--- src/rtl/acc_fetch_ctrl_pkg.sv ---
// ISA definitions for the accumulator fetch/decode controller: opcodes,
// controller states and instruction field positions.
package acc_isa_pkg;

  localparam int INST_W   = 9;
  localparam int OPC_MSB  = 8;
  localparam int OPC_LSB  = 5;
  localparam int FLAG_BIT = 4;
  localparam int OPND_MSB = 3;
  localparam int OPND_LSB = 0;
  localparam int OFS_MSB  = 4;
  localparam int OFS_W    = OFS_MSB + 1;

  typedef enum logic [3:0] {
    OP_NOP  = 4'h0,
    OP_LDI  = 4'h1,
    OP_MOVA = 4'h2,
    OP_MOVR = 4'h3,
    OP_ALU  = 4'h4,
    OP_LD   = 4'h5,
    OP_ST   = 4'h6,
    OP_BZ   = 4'h7,
    OP_JMP  = 4'h8,
    OP_HALT = 4'hF
  } opcode_t;

  typedef enum logic [2:0] {
    ST_IDLE     = 3'd0,
    ST_FETCH    = 3'd1,
    ST_EXEC     = 3'd2,
    ST_MEM_WAIT = 3'd3,
    ST_HALT     = 3'd4
  } state_t;

endpackage

--- src/rtl/acc_fetch_ctrl_if.sv ---
// Signal bundle between the fetch/decode controller (master) and its
// surroundings: instruction ROM, accumulator, register file and memory.
interface acc_fetch_ctrl_if #(
  parameter int W  = 8,
  parameter int PW = 10
);

  // Memory handshake: Mem_Req stays high with Mem_Write and Reg_Addr stable
  // until Mem_Ack; the transfer completes in the cycle where both are high.
  logic                          Start;
  logic [acc_isa_pkg::INST_W-1:0] Inst;
  logic                          Acc_Zero;
  logic                          Mem_Ack;

  logic [PW-1:0]  PC;
  logic           Acc_Write_En;
  logic           From_Reg;
  logic           From_Imm;
  logic           From_ALU;
  logic           Load_Hi;
  logic [W/2-1:0] Imm_Out;
  logic [3:0]     Alu_Op;
  logic [3:0]     Reg_Addr;
  logic           Reg_Write_En;
  logic           Reg_In_Sel_Mem;
  logic           Mem_Req;
  logic           Mem_Write;
  logic           Done;

  modport master (
    input  Start, Inst, Acc_Zero, Mem_Ack,
    output PC, Acc_Write_En, From_Reg, From_Imm, From_ALU, Load_Hi, Imm_Out,
           Alu_Op, Reg_Addr, Reg_Write_En, Reg_In_Sel_Mem, Mem_Req, Mem_Write,
           Done
  );

  modport slave (
    output Start, Inst, Acc_Zero, Mem_Ack,
    input  PC, Acc_Write_En, From_Reg, From_Imm, From_ALU, Load_Hi, Imm_Out,
           Alu_Op, Reg_Addr, Reg_Write_En, Reg_In_Sel_Mem, Mem_Req, Mem_Write,
           Done
  );

endinterface

--- src/rtl/acc_fetch_ctrl.sv ---
// Fetch/decode controller: steps one instruction at a time through FETCH and
// EXEC, stalls in MEM_WAIT for memory, and parks in HALT.
module acc_fetch_ctrl
  import acc_isa_pkg::*;
#(
  parameter int W  = 8,
  parameter int PW = 10
) (
  input  logic             clk,
  input  logic             Reset_n,
  acc_fetch_ctrl_if.master bus,
  output state_t           o_dbg_state
);

  state_t            r_state, w_state_nxt;
  logic [PW-1:0]     r_pc, w_pc_nxt;
  logic [INST_W-1:0] r_ir, w_ir_nxt;

  logic [INST_W-1:0] w_inst;
  logic [3:0]        w_opc;
  logic [3:0]        w_opnd;
  logic              w_flag;
  logic [OFS_W-1:0]  w_ofs;
  logic              w_is_mem;
  logic              w_mem_phase;

  logic           w_acc_we, w_from_reg, w_from_imm, w_from_alu, w_load_hi;
  logic [W/2-1:0] w_imm;
  logic [3:0]     w_alu_op, w_reg_addr;
  logic           w_reg_we, w_sel_mem, w_mem_req, w_mem_write, w_done;

  function automatic logic [PW-1:0] pc_rel(input logic [PW-1:0] pc,
                                           input logic [OFS_W-1:0] ofs);
    return pc + {{(PW-OFS_W){ofs[OFS_MSB]}}, ofs};
  endfunction

  always_ff @(posedge clk) begin
    if (!Reset_n) begin
      r_state <= ST_IDLE;
      r_pc    <= '0;
      r_ir    <= '0;
    end else begin
      r_state <= w_state_nxt;
      r_pc    <= w_pc_nxt;
      r_ir    <= w_ir_nxt;
    end
  end

  // A stalled memory op decodes from IR; the ROM output may have moved on.
  assign w_inst      = (r_state == ST_MEM_WAIT) ? r_ir : bus.Inst;
  assign w_opc       = w_inst[OPC_MSB:OPC_LSB];
  assign w_flag      = w_inst[FLAG_BIT];
  assign w_opnd      = w_inst[OPND_MSB:OPND_LSB];
  assign w_ofs       = w_inst[OFS_MSB:0];
  assign w_is_mem    = (w_opc == OP_LD) || (w_opc == OP_ST);
  assign w_mem_phase = ((r_state == ST_EXEC) && w_is_mem) || (r_state == ST_MEM_WAIT);

  always_comb begin
    w_state_nxt = r_state;
    w_pc_nxt    = r_pc;
    w_ir_nxt    = r_ir;
    w_acc_we    = 1'b0;
    w_from_reg  = 1'b0;
    w_from_imm  = 1'b0;
    w_from_alu  = 1'b0;
    w_load_hi   = 1'b0;
    w_imm       = '0;
    w_alu_op    = '0;
    w_reg_addr  = '0;
    w_reg_we    = 1'b0;
    w_sel_mem   = 1'b0;
    w_mem_req   = 1'b0;
    w_mem_write = 1'b0;
    w_done      = 1'b0;

    case (r_state)
      ST_IDLE: begin
        if (bus.Start) w_state_nxt = ST_FETCH;
      end
      ST_FETCH: begin
        w_state_nxt = ST_EXEC;
      end
      ST_EXEC: begin
        w_state_nxt = ST_FETCH;
        w_pc_nxt    = r_pc + 1'b1;
        case (w_opc)
          OP_LDI: begin
            w_acc_we   = 1'b1;
            w_from_imm = 1'b1;
            w_load_hi  = w_flag;
            w_imm      = (W/2)'(w_opnd);
          end
          OP_MOVA: begin
            w_acc_we   = 1'b1;
            w_from_reg = 1'b1;
            w_reg_addr = w_opnd;
          end
          OP_MOVR: begin
            w_reg_we   = 1'b1;
            w_reg_addr = w_opnd;
          end
          OP_ALU: begin
            w_acc_we   = 1'b1;
            w_from_alu = 1'b1;
            w_alu_op   = w_opnd;
          end
          OP_LD, OP_ST: begin
            if (!bus.Mem_Ack) begin
              w_state_nxt = ST_MEM_WAIT;
              w_pc_nxt    = r_pc;
              w_ir_nxt    = w_inst;
            end
          end
          OP_BZ: begin
            if (bus.Acc_Zero) w_pc_nxt = pc_rel(r_pc, w_ofs);
          end
          OP_JMP: begin
            w_pc_nxt = pc_rel(r_pc, w_ofs);
          end
          OP_HALT: begin
            w_state_nxt = ST_HALT;
            w_pc_nxt    = r_pc;
          end
          default: ;
        endcase
      end
      ST_MEM_WAIT: begin
        if (bus.Mem_Ack) begin
          w_state_nxt = ST_FETCH;
          w_pc_nxt    = r_pc + 1'b1;
        end
      end
      ST_HALT: begin
        w_done = 1'b1;
      end
      default: begin
        w_state_nxt = ST_IDLE;
      end
    endcase

    // Memory ops share one request/completion path across EXEC and MEM_WAIT.
    if (w_mem_phase) begin
      w_mem_req   = 1'b1;
      w_mem_write = (w_opc == OP_ST);
      w_reg_addr  = w_opnd;
      if (bus.Mem_Ack && (w_opc == OP_LD)) begin
        w_acc_we   = 1'b1;
        w_from_reg = 1'b1;
        w_sel_mem  = 1'b1;
      end
    end
  end

  assign bus.PC             = r_pc;
  assign bus.Acc_Write_En   = w_acc_we;
  assign bus.From_Reg       = w_from_reg;
  assign bus.From_Imm       = w_from_imm;
  assign bus.From_ALU       = w_from_alu;
  assign bus.Load_Hi        = w_load_hi;
  assign bus.Imm_Out        = w_imm;
  assign bus.Alu_Op         = w_alu_op;
  assign bus.Reg_Addr       = w_reg_addr;
  assign bus.Reg_Write_En   = w_reg_we;
  assign bus.Reg_In_Sel_Mem = w_sel_mem;
  assign bus.Mem_Req        = w_mem_req;
  assign bus.Mem_Write      = w_mem_write;
  assign bus.Done           = w_done;
  assign o_dbg_state        = r_state;

endmodule

--- src/flat_wrapper.sv ---
// flat-port wrapper written by rule: the top's interface ports become plain ports
module acc_fetch_ctrl_flat import acc_isa_pkg::*;
#(
  parameter int W  = 8,
  parameter int PW = 10
)
  (clk, Reset_n, o_dbg_state, bus_Start, bus_Inst, bus_Acc_Zero, bus_Mem_Ack, bus_PC, bus_Acc_Write_En, bus_From_Reg, bus_From_Imm, bus_From_ALU, bus_Load_Hi, bus_Imm_Out, bus_Alu_Op, bus_Reg_Addr, bus_Reg_Write_En, bus_Reg_In_Sel_Mem, bus_Mem_Req, bus_Mem_Write, bus_Done);
  acc_fetch_ctrl_if #(.W(W), .PW(PW)) bus_i ();
  input  logic clk;
  input  logic Reset_n;
  output state_t o_dbg_state;
  input wire logic [$bits(bus_i.Start)-1:0] bus_Start;
  input wire logic [$bits(bus_i.Inst)-1:0] bus_Inst;
  input wire logic [$bits(bus_i.Acc_Zero)-1:0] bus_Acc_Zero;
  input wire logic [$bits(bus_i.Mem_Ack)-1:0] bus_Mem_Ack;
  output wire logic [$bits(bus_i.PC)-1:0] bus_PC;
  output wire logic [$bits(bus_i.Acc_Write_En)-1:0] bus_Acc_Write_En;
  output wire logic [$bits(bus_i.From_Reg)-1:0] bus_From_Reg;
  output wire logic [$bits(bus_i.From_Imm)-1:0] bus_From_Imm;
  output wire logic [$bits(bus_i.From_ALU)-1:0] bus_From_ALU;
  output wire logic [$bits(bus_i.Load_Hi)-1:0] bus_Load_Hi;
  output wire logic [$bits(bus_i.Imm_Out)-1:0] bus_Imm_Out;
  output wire logic [$bits(bus_i.Alu_Op)-1:0] bus_Alu_Op;
  output wire logic [$bits(bus_i.Reg_Addr)-1:0] bus_Reg_Addr;
  output wire logic [$bits(bus_i.Reg_Write_En)-1:0] bus_Reg_Write_En;
  output wire logic [$bits(bus_i.Reg_In_Sel_Mem)-1:0] bus_Reg_In_Sel_Mem;
  output wire logic [$bits(bus_i.Mem_Req)-1:0] bus_Mem_Req;
  output wire logic [$bits(bus_i.Mem_Write)-1:0] bus_Mem_Write;
  output wire logic [$bits(bus_i.Done)-1:0] bus_Done;
  assign bus_i.Start = bus_Start;
  assign bus_i.Inst = bus_Inst;
  assign bus_i.Acc_Zero = bus_Acc_Zero;
  assign bus_i.Mem_Ack = bus_Mem_Ack;
  assign bus_PC = bus_i.PC;
  assign bus_Acc_Write_En = bus_i.Acc_Write_En;
  assign bus_From_Reg = bus_i.From_Reg;
  assign bus_From_Imm = bus_i.From_Imm;
  assign bus_From_ALU = bus_i.From_ALU;
  assign bus_Load_Hi = bus_i.Load_Hi;
  assign bus_Imm_Out = bus_i.Imm_Out;
  assign bus_Alu_Op = bus_i.Alu_Op;
  assign bus_Reg_Addr = bus_i.Reg_Addr;
  assign bus_Reg_Write_En = bus_i.Reg_Write_En;
  assign bus_Reg_In_Sel_Mem = bus_i.Reg_In_Sel_Mem;
  assign bus_Mem_Req = bus_i.Mem_Req;
  assign bus_Mem_Write = bus_i.Mem_Write;
  assign bus_Done = bus_i.Done;
  acc_fetch_ctrl #(.W(W), .PW(PW)) u_core (.clk(clk), .Reset_n(Reset_n), .bus(bus_i), .o_dbg_state(o_dbg_state));
endmodule
--- config.mk ---
export PLATFORM = sky130hd
export DESIGN_NAME = acc_fetch_ctrl_flat
export DESIGN_NICKNAME = d
export VERILOG_FILES = /design/src/rtl/acc_fetch_ctrl_pkg.sv /design/src/rtl/acc_fetch_ctrl_if.sv /design/src/rtl/acc_fetch_ctrl.sv /design/src/flat_wrapper.sv
export SDC_FILE = /design/constraint.sdc
export NUM_CORES = 1
export LEC_CHECK = 0
export ABC_AREA = 1
export CAP_MARGIN = 20
export CORE_ASPECT_RATIO = 1.2
export CORE_MARGIN = 2
export CORE_UTILIZATION = 45
export CTS_CLUSTER_DIAMETER = 60
export CTS_CLUSTER_SIZE = 16
export DETAILED_ROUTE_END_ITERATION = 8
export GPL_TIMING_DRIVEN = 0
export PLACE_DENSITY = 0.68
export REMOVE_ABC_BUFFERS = 1
export SKIP_LAST_GASP = 1
export SYNTH_ARGS = -nofsm -noshare
export SYNTH_HDL_FRONTEND = slang
export SYNTH_SLANG_ARGS = --single-unit
--- constraint.sdc ---
create_clock -name clk -period 3.1 [get_ports clk]
set_input_delay 0.62 -clock clk [delete_from_list [all_inputs] [get_ports clk]]
set_output_delay 0.62 -clock clk [all_outputs]
set_load 0.1 [all_outputs]
* Word level (Yosys, flattened, before mapping)
Index checks and enable logic that the tools add are counted.
Widths: inputs -> output; s select.
** Operators by class
- Multipliers :: 0
- Equal/unequal tests :: 16
- Divide/modulo/power cells :: 0
- Add/sub/neg operators :: 2
- Order comparisons :: 0
- Shifts and indexed selects :: 0
- Reduce and logical (&&, ||, !) cells :: 12
- Bitwise gates (word level) :: 2
- Multiplexer cells :: 38
** Operators by type and width (count)
- $pmux 10 s4 :: 1
- $mux 4 :: 7
- $mux 1 :: 21
- $mux 10 :: 2
- $pmux 10 s2 :: 1
- $eq 4x3->1 const B :: 4
- $pmux 3 s5 :: 1
- $add 10x1->10 const B :: 1
- $add 10x10->10 :: 1
- $mux 9 :: 1
- $eq 4x2->1 const B :: 2
- $eq 4x4->1 const B :: 2
- $eq 3x2->1 const B :: 2
- $mux 3 :: 2
- $ne 2x2->1 const B :: 3
- $pmux 3 s2 :: 1
- $reduce_and 3->1 :: 2
- $eq 4x1->1 const B :: 1
- $reduce_or 2->1 :: 2
- $eq 3x1->1 const B :: 1
- $eq 3x3->1 const B :: 1
- $logic_not 3->1 :: 1
- $reduce_or 3->1 :: 1
- $logic_and 1x1->1 :: 2
- 5 further kinds :: 7
** Storage, ports and cells
- Latch bits :: 0
- ROM bits :: 0
- Bits in writable memories :: 0
- Bits in registers :: 22
- Memories :: 0
- Output and inout port bits :: 35
- Logic and storage cells :: 73

* Longest topological paths before layout
- Depth after elaboration :: 8
- Mapped depth :: 19
- Depth with buffers taken out :: 17

* Least setup slack after synthesis
No wires, ideal clock.
- Path kind :: reg-to-output
- Start :: reg u_core.r_state[1] (netlist: u_core.o_dbg_state[1])
- End :: out bus_Imm_Out[0]
- Data required time :: 2480 ps
- Stages on the path, launching flop included :: 13
- Data arrival time :: 4393 ps
- Path buffers :: 2
- Slack :: -1913 ps
- Path through :: dfxtp_1 buf_2 nand3_2 buf_6 nand2_2 nand2_4 nor2_1 inv_1 nor2_1 inv_1 nor2_2 inv_1 nor2_1
** Between the ends
- Cells in the longest elaborated chain, start to end :: 5
** Ends and longest elaborated chain
- start, declared :: RTL line acc_fetch_ctrl.sv:15 : state_t r_state, w_state_nxt;
- start signal, assigned :: RTL line acc_fetch_ctrl.sv:43 : r_state <= w_state_nxt;
- $eq 3x2->1 :: RTL line acc_fetch_ctrl.sv:50 : assign w_inst = (r_state == ST_MEM_WAIT) ? r_ir : bus.Inst;
- $mux 9 :: RTL line acc_fetch_ctrl.sv:50
- $eq 4x1->1 :: RTL line acc_fetch_ctrl.sv:86 : case (w_opc)
- $mux 4 :: RTL line acc_fetch_ctrl.sv:86
- $mux 4 (*) :: RTL line acc_fetch_ctrl.sv:76 : case (r_state)
- end, declared :: RTL line flat_wrapper.sv:22 : output wire logic [$bits(bus_i.Imm_Out)-1:0] bus_Imm_Out;
Every way passes the cells marked *; elsewhere a longest branch is shown, timed or not.

* Worst setup path after layout
- Start :: in bus_Inst[7]
- End :: out bus_Acc_Write_En
** Between the ends
- Cells in the longest elaborated chain, start to end :: 7
** Ends and longest elaborated chain
- start, declared :: RTL line flat_wrapper.sv:13 : input wire logic [$bits(bus_i.Inst)-1:0] bus_Inst;
- $mux 9 (*) :: RTL line acc_fetch_ctrl.sv:50
- $eq 4x1->1 (tied with other cells) :: RTL line acc_fetch_ctrl.sv:86
- $reduce_or 3->1 (no line)
- $mux 1 :: RTL line acc_fetch_ctrl.sv:86
- $mux 1 :: RTL line acc_fetch_ctrl.sv:76
- $mux 1 :: RTL line acc_fetch_ctrl.sv:146 : if (bus.Mem_Ack && (w_opc == OP_LD)) begin
- $mux 1 (*) :: RTL line acc_fetch_ctrl.sv:142 : if (w_mem_phase) begin
- end, declared :: RTL line flat_wrapper.sv:17 : output wire logic [$bits(bus_i.Acc_Write_En)-1:0] bus_Acc_Write_En;
Marked as above.

==> out/qor.yml <==
cp_slowest_stage_delay_ns: 0.47
dp_hpwl_mm: 5.030
place_area_sq_mm: 0.002928
drive_gt1_share_pct: 13.66
end_kind: "output port"
cp_slowest_cell: "clkdlybuf4s50_1"
fin_ws_ns: 0.04234
critical-path-top-delay-family: "buffers and inverters"
wl_per_cell_um: 12.54
gp_congestion: 0.8698
crit_type: "in -> out"
ys_seq_area_share_pct: 18.10
path_clk_slew_ns: 0.08
cts_inserted_buffers: 3
synth-edff-count: 0
setup_violations: 0
period_share_pct: 98.63
p_leak_nw: 1.523
drt-total-wl_mm: 6.746
critical_path_arrival_ns: 2.44
maxSlewHeadroom_pct: 35.37
antenna_left: 0
ctsHoldBuffers: 0
cts.sinks: 22
yosysWarningCount: 0
port_buffers: 48
dieArea_sq_mm: 0.006014
worst_pin_slew_ns: 0.9664
ir_drop_mv: 0.2135
ios: 49
grt_max_degree: 18
slew_violations: 0
path_buf_inv: 4
worstReg2RegEnd: "u_core.bus.PC[7]"
ctsLongestPathBuffers: 2
drtPass1Iterations: 4
synth.avg_cell_area_sq_um: 5.713
rows: 29
start_util_pct: 46.25
rsz0062_at_grt: "true"
timing.final.hold_violations: 0
vias: 2682
synth_area_sq_mm: 0.002434
fin_area_sq_mm: 0.003024
power_w: 0.001001
period_minus_slack_ns: 3.058
skew_ns: 0.007219
first_global_vias: 2412
place_ws_ns: -1.020
area_delta_synth_final_pct: 24.27
async_flop_share_pct: 0
min_path_cells: 2
whs_ns: 0.4505
utilization_pct: 57.48
core_area_sq_mm: 0.005261
grt_antenna_before_repair: 0
grt_overflow_total: 0
dieWidth_um: 71.13
ff2ff_setup_slack_ns: 0.39
maxCapViolations: 0
critPathLaunchType: "input port"
ys_ff_latch: 22
crit_fanout: 6
p_per_area_mw_per_mm2: 331.1
post-route-drc-count: 0
holdCritStartpoint: "u_core.r_ir[1]"
routed_via_density: 4.985
cts_tree: "built"
reg2reg_from: "u_core.o_dbg_state[2]"
postSynthCellCount: 426
htree_levels: 1
fmax_ghz: 0.3270
root_buffer: "clkbuf_8"
clkLatencyLatePin_ns: 0.28
crit_required_ns: 2.48
synth_ff_type: "dfxtp_1"
die_h_um: 84.56
crit_chain: "clkdlybuf4s50_1 -> inv_1 -> nand2_1 -> nand2_2 -> nor2_8 -> nand3_4 -> inv_6 -> nand2_1 -> nand2_2 -> nand3_2 -> o311ai_1 -> buf_4"
nFillCells: 525
synth.distinct_cells: 37
grt.total_usage_pct: 23.11
antennaDiodeCount: 0
min_path_type: "reg -> reg"
first_iter_violations: 99
grt_pass1_wl_mm: 11.23
status: "completed"
final_nets: 502
reg2reg_depth: 17
hold_end: "u_core.r_ir[1]"
through the flow:
| step | TNS (ns) | cells |
|---|---|---|
| after global placement | -16.98 | 527 |
| final | 0 | 538 |
| after CTS | 0 | 533 |
| after floorplan | -33.49 | 417 |
| after global routing | -0.1860 | 538 |
| after detailed placement | -17.38 | 527 |
state kept, by name, indices dropped and copies added, names as in the netlist:
name	flops
u_core.bus.PC	10
u_core.o_dbg_state	3
u_core.r_ir	9
report_power, final:
part | total, W | internal, W | switching, W
clock | 0.000279 | 0.000173 | 0.000106
combinational | 0.000399 | 0.000124 | 0.000275
sequential | 0.000324 | 0.000295 | 0.0000289
timing repair:
| item | in CTS | in global routing |
|---|---|---|
| pin swaps | 2 | 1 |
| buffers inserted | 1 | 5 |
| gates cloned | 1 | 0 |
| resized for setup | 102 | 31 |
| endpoints found under the setup margin | 26 | 20 |
cell type report:
class	instances	area (sq um)	area share [%]
well taps	62	77.57	2.565
repair buffers	54	473.0	15.64
clock inverters	1	30.03	0.9930
inverters	70	270.3	8.937
clock buffers	3	41.29	1.365
multi-input cells	326	1684	55.69
flip-flops and latches	22	447.9	14.81
cells by family after synthesis:
logic type | synth area share, %
adder cells (fa/ha/maj) | 5.964
buffers and inverters | 13.62
flip-flops | 18.10
XOR/XNOR | 3.239
multiplexers | 0.4113
AO/OA/AOI/OAI | 15.37
AND/OR/NAND/NOR | 43.29
worst max path at each step:
stage,startpoint,endpoint,depth (start not counted)
after floorplan,u_core.o_dbg_state[0],bus_Imm_Out[0],10
after global placement,u_core.o_dbg_state[1],bus_Acc_Write_En,11
after detailed placement,u_core.o_dbg_state[1],bus_Acc_Write_En,11
after CTS,bus_Inst[7],bus_Acc_Write_En,12
after global routing,bus_Inst[7],bus_Acc_Write_En,12
final,bus_Inst[7],bus_Acc_Write_En,12
cell usage after synthesis (4+ instances only):
cell type  instances  share of area, %
xnor2_1            5               1.8
xor2_1             4               1.4
a21oi_1           33               6.8
ha_1              10               5.1
nand4_1            8               2.1
o21ai_0           21               4.3
o21ai_1            4              0.82
nand2_1          133                21
inv_1             63               9.7
nor2_1            52               8.0
dfxtp_1           22                18
nand2_2           11               2.8
nand3_1           20               4.1
layer usage:
metal / global-route usage (%) / vias up / wire length, um
met2: 39.85 / 59 / 3361
li1: - / 1443 / -
met1: 30.36 / 1171 / 3032
met3: 2.521 / 9 / 242
met5: 0 / - / 0
met4: 6.346 / 0 / 109
placed cells by master, fill, tap and decap left out, types with 2 or more instances in the layout:
cell	count
nand3b_1	3
clkbuf_4	5
a21oi_2	2
dfxtp_4	2
inv_1	63
buf_4	16
inv_2	3
xor2_1	4
nand2_4	2
nor2_2	3
nor2_1	52
nand3_1	19
nand2_1	133
xnor2_1	5
nand3_4	3
o21ai_1	4
nand3_2	2
ha_1	10
nand4_1	8
o21ai_0	21
clkinv_1	2
clkbuf_8	4
clkdlybuf4s50_1	27
a21oi_1	33
o21bai_1	2
nand2_2	11
buf_2	4
dfxtp_1	20
tightest hold or removal path, cell delays in order, from the launching register on:
cell	delay, ns
dfxtp_1	0.30
inv_1	0.05
a21oi_1	0.05
No activity file was read; power rests on OpenSTA's default activity.
